[src/rtl/uart_rx_pkg.sv]
// Shared state encoding and constants for the UART receive controller.
package uart_rx_pkg;

   typedef enum logic [2:0] {
      S_IDLE   = 3'd0,
      S_START  = 3'd1,
      S_DATA   = 3'd2,
      S_PARITY = 3'd3,
      S_STOP   = 3'd4,
      S_BREAK  = 3'd5
   } rx_state_t;

   localparam logic PAR_EVEN = 1'b0;
   localparam logic PAR_ODD  = 1'b1;

   localparam int PRESCALE_4   = 4;
   localparam int PRESCALE_8   = 8;
   localparam int PRESCALE_16  = 16;
   localparam int PRESCALE_32  = 32;
   localparam int MIN_PRESCALE = 4;

endpackage

[src/rtl/uart_rx_edge_sampler.sv]
// Per-bit edge counter with three mid-bit samples and a majority vote.
// The vote is valid on edge mid+1 of every bit period.
module uart_rx_edge_sampler #(
   parameter int PRESCALE_WIDTH = 6
) (
   input  logic                      CLK,
   input  logic                      RST,
   input  logic                      start,
   input  logic                      run,
   input  logic                      RX_IN,
   input  logic [PRESCALE_WIDTH-1:0] prescale,
   output logic [PRESCALE_WIDTH-1:0] edge_cnt,
   output logic                      vote,
   output logic                      vote_valid
);

   localparam logic [PRESCALE_WIDTH-1:0] ONE = PRESCALE_WIDTH'(1);
   localparam logic [PRESCALE_WIDTH-1:0] TWO = PRESCALE_WIDTH'(2);

   logic [PRESCALE_WIDTH-1:0] mid;
   logic [2:0]                smp;

   assign mid = prescale >> 1;

   // The start-detect cycle is edge 0, so sampling is enabled there too.
   always_ff @(posedge CLK) begin
      if (RST) begin
         edge_cnt <= '0;
         smp      <= '0;
      end else begin
         if (start)
            edge_cnt <= ONE;
         else if (run)
            edge_cnt <= (edge_cnt == prescale - ONE) ? '0 : edge_cnt + ONE;
         else
            edge_cnt <= '0;

         if (start || run) begin
            if (edge_cnt == mid - TWO) smp[0] <= RX_IN;
            if (edge_cnt == mid - ONE) smp[1] <= RX_IN;
            if (edge_cnt == mid)       smp[2] <= RX_IN;
         end
      end
   end

   assign vote       = (smp[0] & smp[1]) | (smp[0] & smp[2]) | (smp[1] & smp[2]);
   assign vote_valid = (edge_cnt == mid + ONE);

endmodule

[src/rtl/uart_rx_ctrl.sv]
// UART receive controller: oversampled start/data/parity/stop framing with error pulses.
// Optional break detection is enabled by defining UART_RX_BREAK_DETECT_EN.
//
// state    | meaning
// IDLE     | line idle, waiting for a low level
// START    | validating start bit, glitch rejected at mid-bit vote
// DATA     | shifting DATA_WIDTH bits, LSB first
// PARITY   | checking the parity bit
// STOP     | checking one or two stop bits, leaves at mid of the last
// BREAK    | all-zero frame seen, waiting for a full bit of idle high
module uart_rx_ctrl
   import uart_rx_pkg::*;
#(
   parameter int DATA_WIDTH     = 8,
   parameter int PRESCALE_WIDTH = 6
) (
   input  logic                      CLK,
   input  logic                      RST,
   input  logic                      RX_IN,
   input  logic [PRESCALE_WIDTH-1:0] Prescale,
   input  logic                      PAR_EN,
   input  logic                      PAR_TYP,
   input  logic                      STOP2,
   output logic [DATA_WIDTH-1:0]     P_DATA,
   output logic                      Data_Valid,
   output logic                      par_err,
   output logic                      stp_err,
   output logic                      strt_glitch,
`ifdef UART_RX_BREAK_DETECT_EN
   output logic                      break_det,
`endif
   output logic                      busy
);

   localparam int BCW = $clog2(DATA_WIDTH);
   localparam logic [BCW-1:0]            BIT_LAST = BCW'(DATA_WIDTH - 1);
   localparam logic [PRESCALE_WIDTH-1:0] ONE      = PRESCALE_WIDTH'(1);

   rx_state_t                 state, nxt_state;
   logic [PRESCALE_WIDTH-1:0] prescale_l, presc_in, presc_use, edge_cnt;
   logic                      par_en_l, par_typ_l, stop2_l;
   logic [BCW-1:0]            bit_cnt;
   logic                      stop_idx;
   logic [DATA_WIDTH-1:0]     shadow;
   logic                      par_flag, stp_flag;
   logic                      vote, vote_valid;
   logic                      start_det, run, last_edge, last_stop, exp_par;
   logic                      glitch_set, frame_end, serr, dv_set, brk_hit;
`ifdef UART_RX_BREAK_DETECT_EN
   logic [PRESCALE_WIDTH-1:0] hi_cnt;
   logic                      par_bit;
`endif

   assign presc_in  = (Prescale < PRESCALE_WIDTH'(MIN_PRESCALE)) ?
                      PRESCALE_WIDTH'(MIN_PRESCALE) : Prescale;
   // In IDLE the frame has not been latched yet, so the live ratio sets sample points.
   assign presc_use = (state == S_IDLE) ? presc_in : prescale_l;
   assign start_det = (state == S_IDLE) && !RX_IN;
   assign run       = (state != S_IDLE) && (nxt_state != S_IDLE);
   assign last_edge = (edge_cnt == prescale_l - ONE);
   assign last_stop = !stop2_l || stop_idx;
   assign exp_par   = (^shadow) ^ (par_typ_l == PAR_ODD);

   uart_rx_edge_sampler #(.PRESCALE_WIDTH(PRESCALE_WIDTH)) u_sampler (
      .CLK        (CLK),
      .RST        (RST),
      .start      (start_det),
      .run        (run),
      .RX_IN      (RX_IN),
      .prescale   (presc_use),
      .edge_cnt   (edge_cnt),
      .vote       (vote),
      .vote_valid (vote_valid)
   );

`ifdef UART_RX_BREAK_DETECT_EN
   assign brk_hit = (state == S_STOP) && vote_valid && !stop_idx && !vote &&
                    (shadow == '0) && (!par_en_l || !par_bit);
`else
   assign brk_hit = 1'b0;
`endif

   always_ff @(posedge CLK) begin
      if (RST) begin
         state       <= S_IDLE;
         prescale_l  <= '0;
         par_en_l    <= 1'b0;
         par_typ_l   <= 1'b0;
         stop2_l     <= 1'b0;
         bit_cnt     <= '0;
         stop_idx    <= 1'b0;
         shadow      <= '0;
         par_flag    <= 1'b0;
         stp_flag    <= 1'b0;
         P_DATA      <= '0;
         Data_Valid  <= 1'b0;
         par_err     <= 1'b0;
         stp_err     <= 1'b0;
         strt_glitch <= 1'b0;
`ifdef UART_RX_BREAK_DETECT_EN
         break_det   <= 1'b0;
         hi_cnt      <= '0;
         par_bit     <= 1'b0;
`endif
      end else begin
         state       <= nxt_state;
         Data_Valid  <= dv_set;
         par_err     <= frame_end && par_flag;
         stp_err     <= frame_end && serr;
         strt_glitch <= glitch_set;
         if (dv_set) P_DATA <= shadow;

         if (start_det) begin
            prescale_l <= presc_in;
            par_en_l   <= PAR_EN;
            par_typ_l  <= PAR_TYP;
            stop2_l    <= STOP2;
            par_flag   <= 1'b0;
            stp_flag   <= 1'b0;
            stop_idx   <= 1'b0;
            bit_cnt    <= '0;
         end

         if (state == S_DATA) begin
            if (vote_valid) shadow <= {vote, shadow[DATA_WIDTH-1:1]};
            if (last_edge && bit_cnt != BIT_LAST) bit_cnt <= bit_cnt + BCW'(1);
         end

         if (state == S_PARITY && vote_valid && (vote != exp_par)) par_flag <= 1'b1;

         if (state == S_STOP) begin
            if (vote_valid && !vote) stp_flag <= 1'b1;
            if (last_edge) stop_idx <= 1'b1;
         end
`ifdef UART_RX_BREAK_DETECT_EN
         break_det <= brk_hit;
         if (state == S_PARITY && vote_valid) par_bit <= vote;
         if (state == S_BREAK && RX_IN) hi_cnt <= hi_cnt + ONE;
         else                           hi_cnt <= '0;
`endif
      end
   end

   always_comb begin
      nxt_state = state;
      case (state)
         S_IDLE:   if (!RX_IN) nxt_state = S_START;
         S_START: begin
            if (vote_valid && vote) nxt_state = S_IDLE;
            else if (last_edge)     nxt_state = S_DATA;
         end
         S_DATA:   if (last_edge && bit_cnt == BIT_LAST)
                      nxt_state = par_en_l ? S_PARITY : S_STOP;
         S_PARITY: if (last_edge) nxt_state = S_STOP;
         S_STOP: begin
            if (brk_hit)                       nxt_state = S_BREAK;
            else if (vote_valid && last_stop)  nxt_state = S_IDLE;
         end
`ifdef UART_RX_BREAK_DETECT_EN
         S_BREAK:  if (RX_IN && hi_cnt == prescale_l - ONE) nxt_state = S_IDLE;
`endif
         default:  nxt_state = S_IDLE;
      endcase
   end

   always_comb begin
      busy       = (state != S_IDLE);
      glitch_set = (state == S_START) && vote_valid && vote;
      frame_end  = (state == S_STOP) && vote_valid && last_stop && !brk_hit;
      serr       = stp_flag || !vote;
      dv_set     = frame_end && !par_flag && !serr;
   end

endmodule

[config.mk]
export PLATFORM = sky130hd
export DESIGN_NAME = uart_rx_ctrl
export DESIGN_NICKNAME = d
export VERILOG_FILES = /design/src/rtl/uart_rx_pkg.sv /design/src/rtl/uart_rx_edge_sampler.sv /design/src/rtl/uart_rx_ctrl.sv
export SDC_FILE = /design/constraint.sdc
export NUM_CORES = 1
export LEC_CHECK = 0
export CELL_PAD_IN_SITES_DETAIL_PLACEMENT = 1
export CELL_PAD_IN_SITES_GLOBAL_PLACEMENT = 1
export CORE_MARGIN = 1
export CORE_UTILIZATION = 33
export CTS_CLUSTER_SIZE = 24
export DETAILED_ROUTE_END_ITERATION = 12
export PLACE_DENSITY = 0.67
export SLEW_MARGIN = 15
export SYNTH_ARGS = -nofsm -noshare
export SYNTH_HDL_FRONTEND = slang
export SYNTH_SLANG_ARGS = --single-unit
[constraint.sdc]
create_clock -name CLK -period 4.6 [get_ports CLK]
set_input_delay 0.46 -clock CLK [delete_from_list [all_inputs] [get_ports CLK]]
set_output_delay 0.46 -clock CLK [all_outputs]
set_load 0.05 [all_outputs]
==> key figures <==
Global routing
  – Pin count of the biggest net entering global routing: 44
  – Total grt overflow: 0
  – Initial antenna violation count: 0
  – First-pass GRT wire length: 13.97 mm
  – Number of global-route vias before repair: 2754
  – GRT Total Usage: 0.1753

Clocking
  – Clock insertion delay at the later pin of the skew report: a little over 0.3 ns
  – Post-CTS sizing: 0
  – Total CTS buffers: 5
  – CTS tree: yes
  – Clock Tree Buf Depth: 2
  – Root Buffer: clkbuf_8
  – Setup bufs post-CTS: 0
  – # clock sinks: 47
  – Cts hold-fix bufs: 0
  – Clock-pin slew on the worst setup and hold paths: 0.09 ns
  – H-tree depth: 2

Routing
  – Wire length per cell: 16.39 µm
  – Iteration-0 DRC Markers: about 100
  – Drt drc: 0
  – Routed WL: 8.178 mm
  – Initial DRT Pass Iterations: 4
  – Post-DRT Antenna Nets: 0
  – Routed vias: 2739
  – Vias per cell: 5.489

STA
  – Final hold slack: 0.4802 ns
  – Worst slew margin: 0.4357
  – Min cycle time layout: 3.767 ns
  – Pins Over Slew Limit: 0
  – Hold Vio Cnt, Final: 0
  – Unrepaired setup endpoints after global routing: no
  – Setup_tns: 0 ns
  – Actual transition at the worst max-transition pin: about 0.84 ns
  – Skew final: approximately 0.017 ns
  – Fin crit share: 0.8189
  – Fmax achieved: approximately 0.27 GHz
  – # setup viols final: 0

Critical path
  – Crit-path max cell delay: 0.62 ns
  – Worst path slowest cell: clkdlybuf4s50_1
  – Required time of the critical path: 4.83 ns
  – CP max FO: 22
  – Critical path cell sequence: clkdlybuf4s50_1 > nor4_1 > nor2_1 > a21o_1 > inv_1 > ha_1 > o2111ai_1 > o32a_1 > a211o_1 > or3_1 > a21oi_1
  – FF-to-FF path depth: 9
  – Crit end category: register
  – Crit path arrival time: 4.00 ns
  – Critical Path Source Type: input pin
  – Critical path class: input pin to register

Synth
  – Post-synthesis cell type with the largest combined area: dfxtp_1
  – Synth Cell Area: 3085 µm²
  – Seq cells post-synth: 47
  – Total nets after synthesis: 406
  – Synth Instances: 385
  – Top cells by area, synth: dfxtp_1 30%, a21oi_1 6.8%, xnor2_1 6.2%
  – Post-synth top area share: 0.3049
  – Register area share after synthesis: 0.3049
  – Library cells used by synthesis: 63
  – Mean Syn Cell Area: 8.014 µm²
  – Synth warnings: 0
  – Main synth FF type: dfxtp_1
  – EDFF count, synth: 0
  – Share of flip-flops with an asynchronous set or reset: 0

Power and ir drop
  – Design Power: between 0.0009 and 0.001 W
  – Power per cell area: 273.3 nW/µm²
  – Static leakage: 1.203 nW
  – VDD IR-drop max: 0.1215 mV

Cells and area
  – Area growth from synthesis to layout: 12.77%
  – Final Util: 0.3914
  – Proportion of layout cells with a drive suffix above 1: 0.05882
  – Nets@finish: 411
  – Diode count: 0

Place
  – Final Wtd Congestion: 0.8770
  – I/O Buffers: 24
  – Final HPWL DP: a little under 6 mm

Floorplan
  – Core area: 8891 µm²
  – Top Ports: 25
  – Die Y-Extent: between 90 and 100 µm
  – Die ar.: between 9000 and 10000 µm²
  – Rows: 34
  – Starting Density: 0.3470
  – Chip width: 98.70 µm

Status
  – Status: completed

Job
  – Max-cap violation count: 0

Worst hold path
  – Min-Delay Path Class: register to register
  – Worst hold path depth: 2
## per-layer routing
| layer | global-route usage | up-vias | part of all wire |
|---|---|---|---|
| met2 | 0.2698 | 26 | 0.44 |
| met4 | 0.02755 | 0 | 0.0046 |
| met5 | 0 | - | 0 |
| li1 | - | 1380 | - |
| met1 | 0.2629 | 1329 | 0.53 |
| met3 | 0.02482 | 4 | 0.024 |
## synth_stat cells, types with 2 or more instances
library cell / n
a211o_1: 2
a211oi_1: 3
a21boi_0: 2
a21o_1: 3
a21oi_1: 42
a31oi_1: 3
and2_1: 3
and3b_1: 4
buf_2: 4
buf_6: 2
clkbuf_1: 24
dfxtp_1: 47
ha_1: 9
inv_1: 9
mux2i_1: 9
nand2_1: 33
nand2b_1: 10
nand3_1: 23
nand3b_1: 3
nand4_1: 4
nor2_1: 23
nor2b_1: 5
nor3_1: 11
nor3b_1: 4
nor4_1: 2
nor4b_1: 2
o211ai_1: 4
o21ai_0: 20
o21bai_1: 2
o22ai_1: 2
o31a_1: 2
o31ai_1: 5
or3_1: 2
xnor2_1: 22
xor2_1: 12
## sequential cells by signal, summed over array words and instances (netlist names), 3 cells and up
register and cells:
P_DATA 8, bit_cnt 3, prescale_l 6, shadow 8
state 3, u_sampler.edge_cnt 6, u_sampler.smp 3
## stage by stage
| stage | setup WS, ns | cell area, µm² | cells |
|---|---|---|---|
| after floorplan | 1.519 | 3085 | 385 |
| after global placement | 0.6332 | 3358 | 491 |
| after detailed placement | 0.5533 | 3358 | 491 |
| after CTS | 0.8518 | 3473 | 499 |
| after global routing | 0.6050 | 3480 | 499 |
| final | 0.8330 | 3480 | 499 |
## cells by family (layout without fill, tap and decap cells)
kind of cell | count (synthesis) | in the layout | share of synthesized area
AOI/OAI and AO/OA | 106 | 106 | 0.2238
xor gates and xnor gates | 34 | 34 | 0.09651
adders and majority gates | 9 | 9 | 0.03650
buffers and inverters | 40 | 46 | 0.05515
DFF | 47 | 47 | 0.3049
muxes | 11 | 11 | 0.04015
and+or+nand+nor | 138 | 138 | 0.2429
## final cells by class
class,instances,area [µm²]
fillers,1049,5411
multi-input cells,298,1981
flip-flops and latches,47,940.9
repair buffers,28,270.3
well taps,108,135.1
clock buffers,5,68.82
clock inverters,3,46.29
inverters,10,37.54
## power breakdown
group	leakage (nW)	switching, W	internal (W)
clock	0.0548	0.000151	0.000164
combinational	0.768	0.000122	0.0000849
sequential	0.381	0.0000146	0.000415
## layout by cell type (no fill, tap or decap), types with 5 or more instances in the layout
| cell type | count |
|---|---|
| o21ai_0 | 20 |
| nand2_1 | 33 |
| xnor2_1 | 22 |
| dfxtp_1 | 47 |
| a21oi_1 | 42 |
| o31ai_1 | 5 |
| nor3_1 | 11 |
| xor2_1 | 12 |
| nand2b_1 | 10 |
| clkbuf_8 | 5 |
| nor2b_1 | 5 |
| nor2_1 | 23 |
| clkdlybuf4s50_1 | 24 |
| nand3_1 | 23 |
| ha_1 | 9 |
| mux2i_1 | 9 |
| inv_1 | 9 |
## critical path, delay by kind of cell
family                   cells  cell delay (ns)
adder cells (fa/ha/maj)      1             0.21
AO/OA/AOI/OAI                5             1.41
buffers and inverters        2             0.79
AND/OR/NAND/NOR              3             1.13
## final timing paths
kind	startpoint	endpoint	slack, ns
max reg2reg	state[2]$_SDFF_PP0_	shadow[7]$_SDFFE_PP0P_	0.95
max	Prescale[4]	shadow[7]$_SDFFE_PP0P_	0.83
min reg2reg	par_en_l$_SDFFE_PP0P_	par_en_l$_SDFFE_PP0P_	0.48
min	par_en_l$_SDFFE_PP0P_	par_en_l$_SDFFE_PP0P_	0.48
No activity file was read; power rests on OpenSTA's default activity.
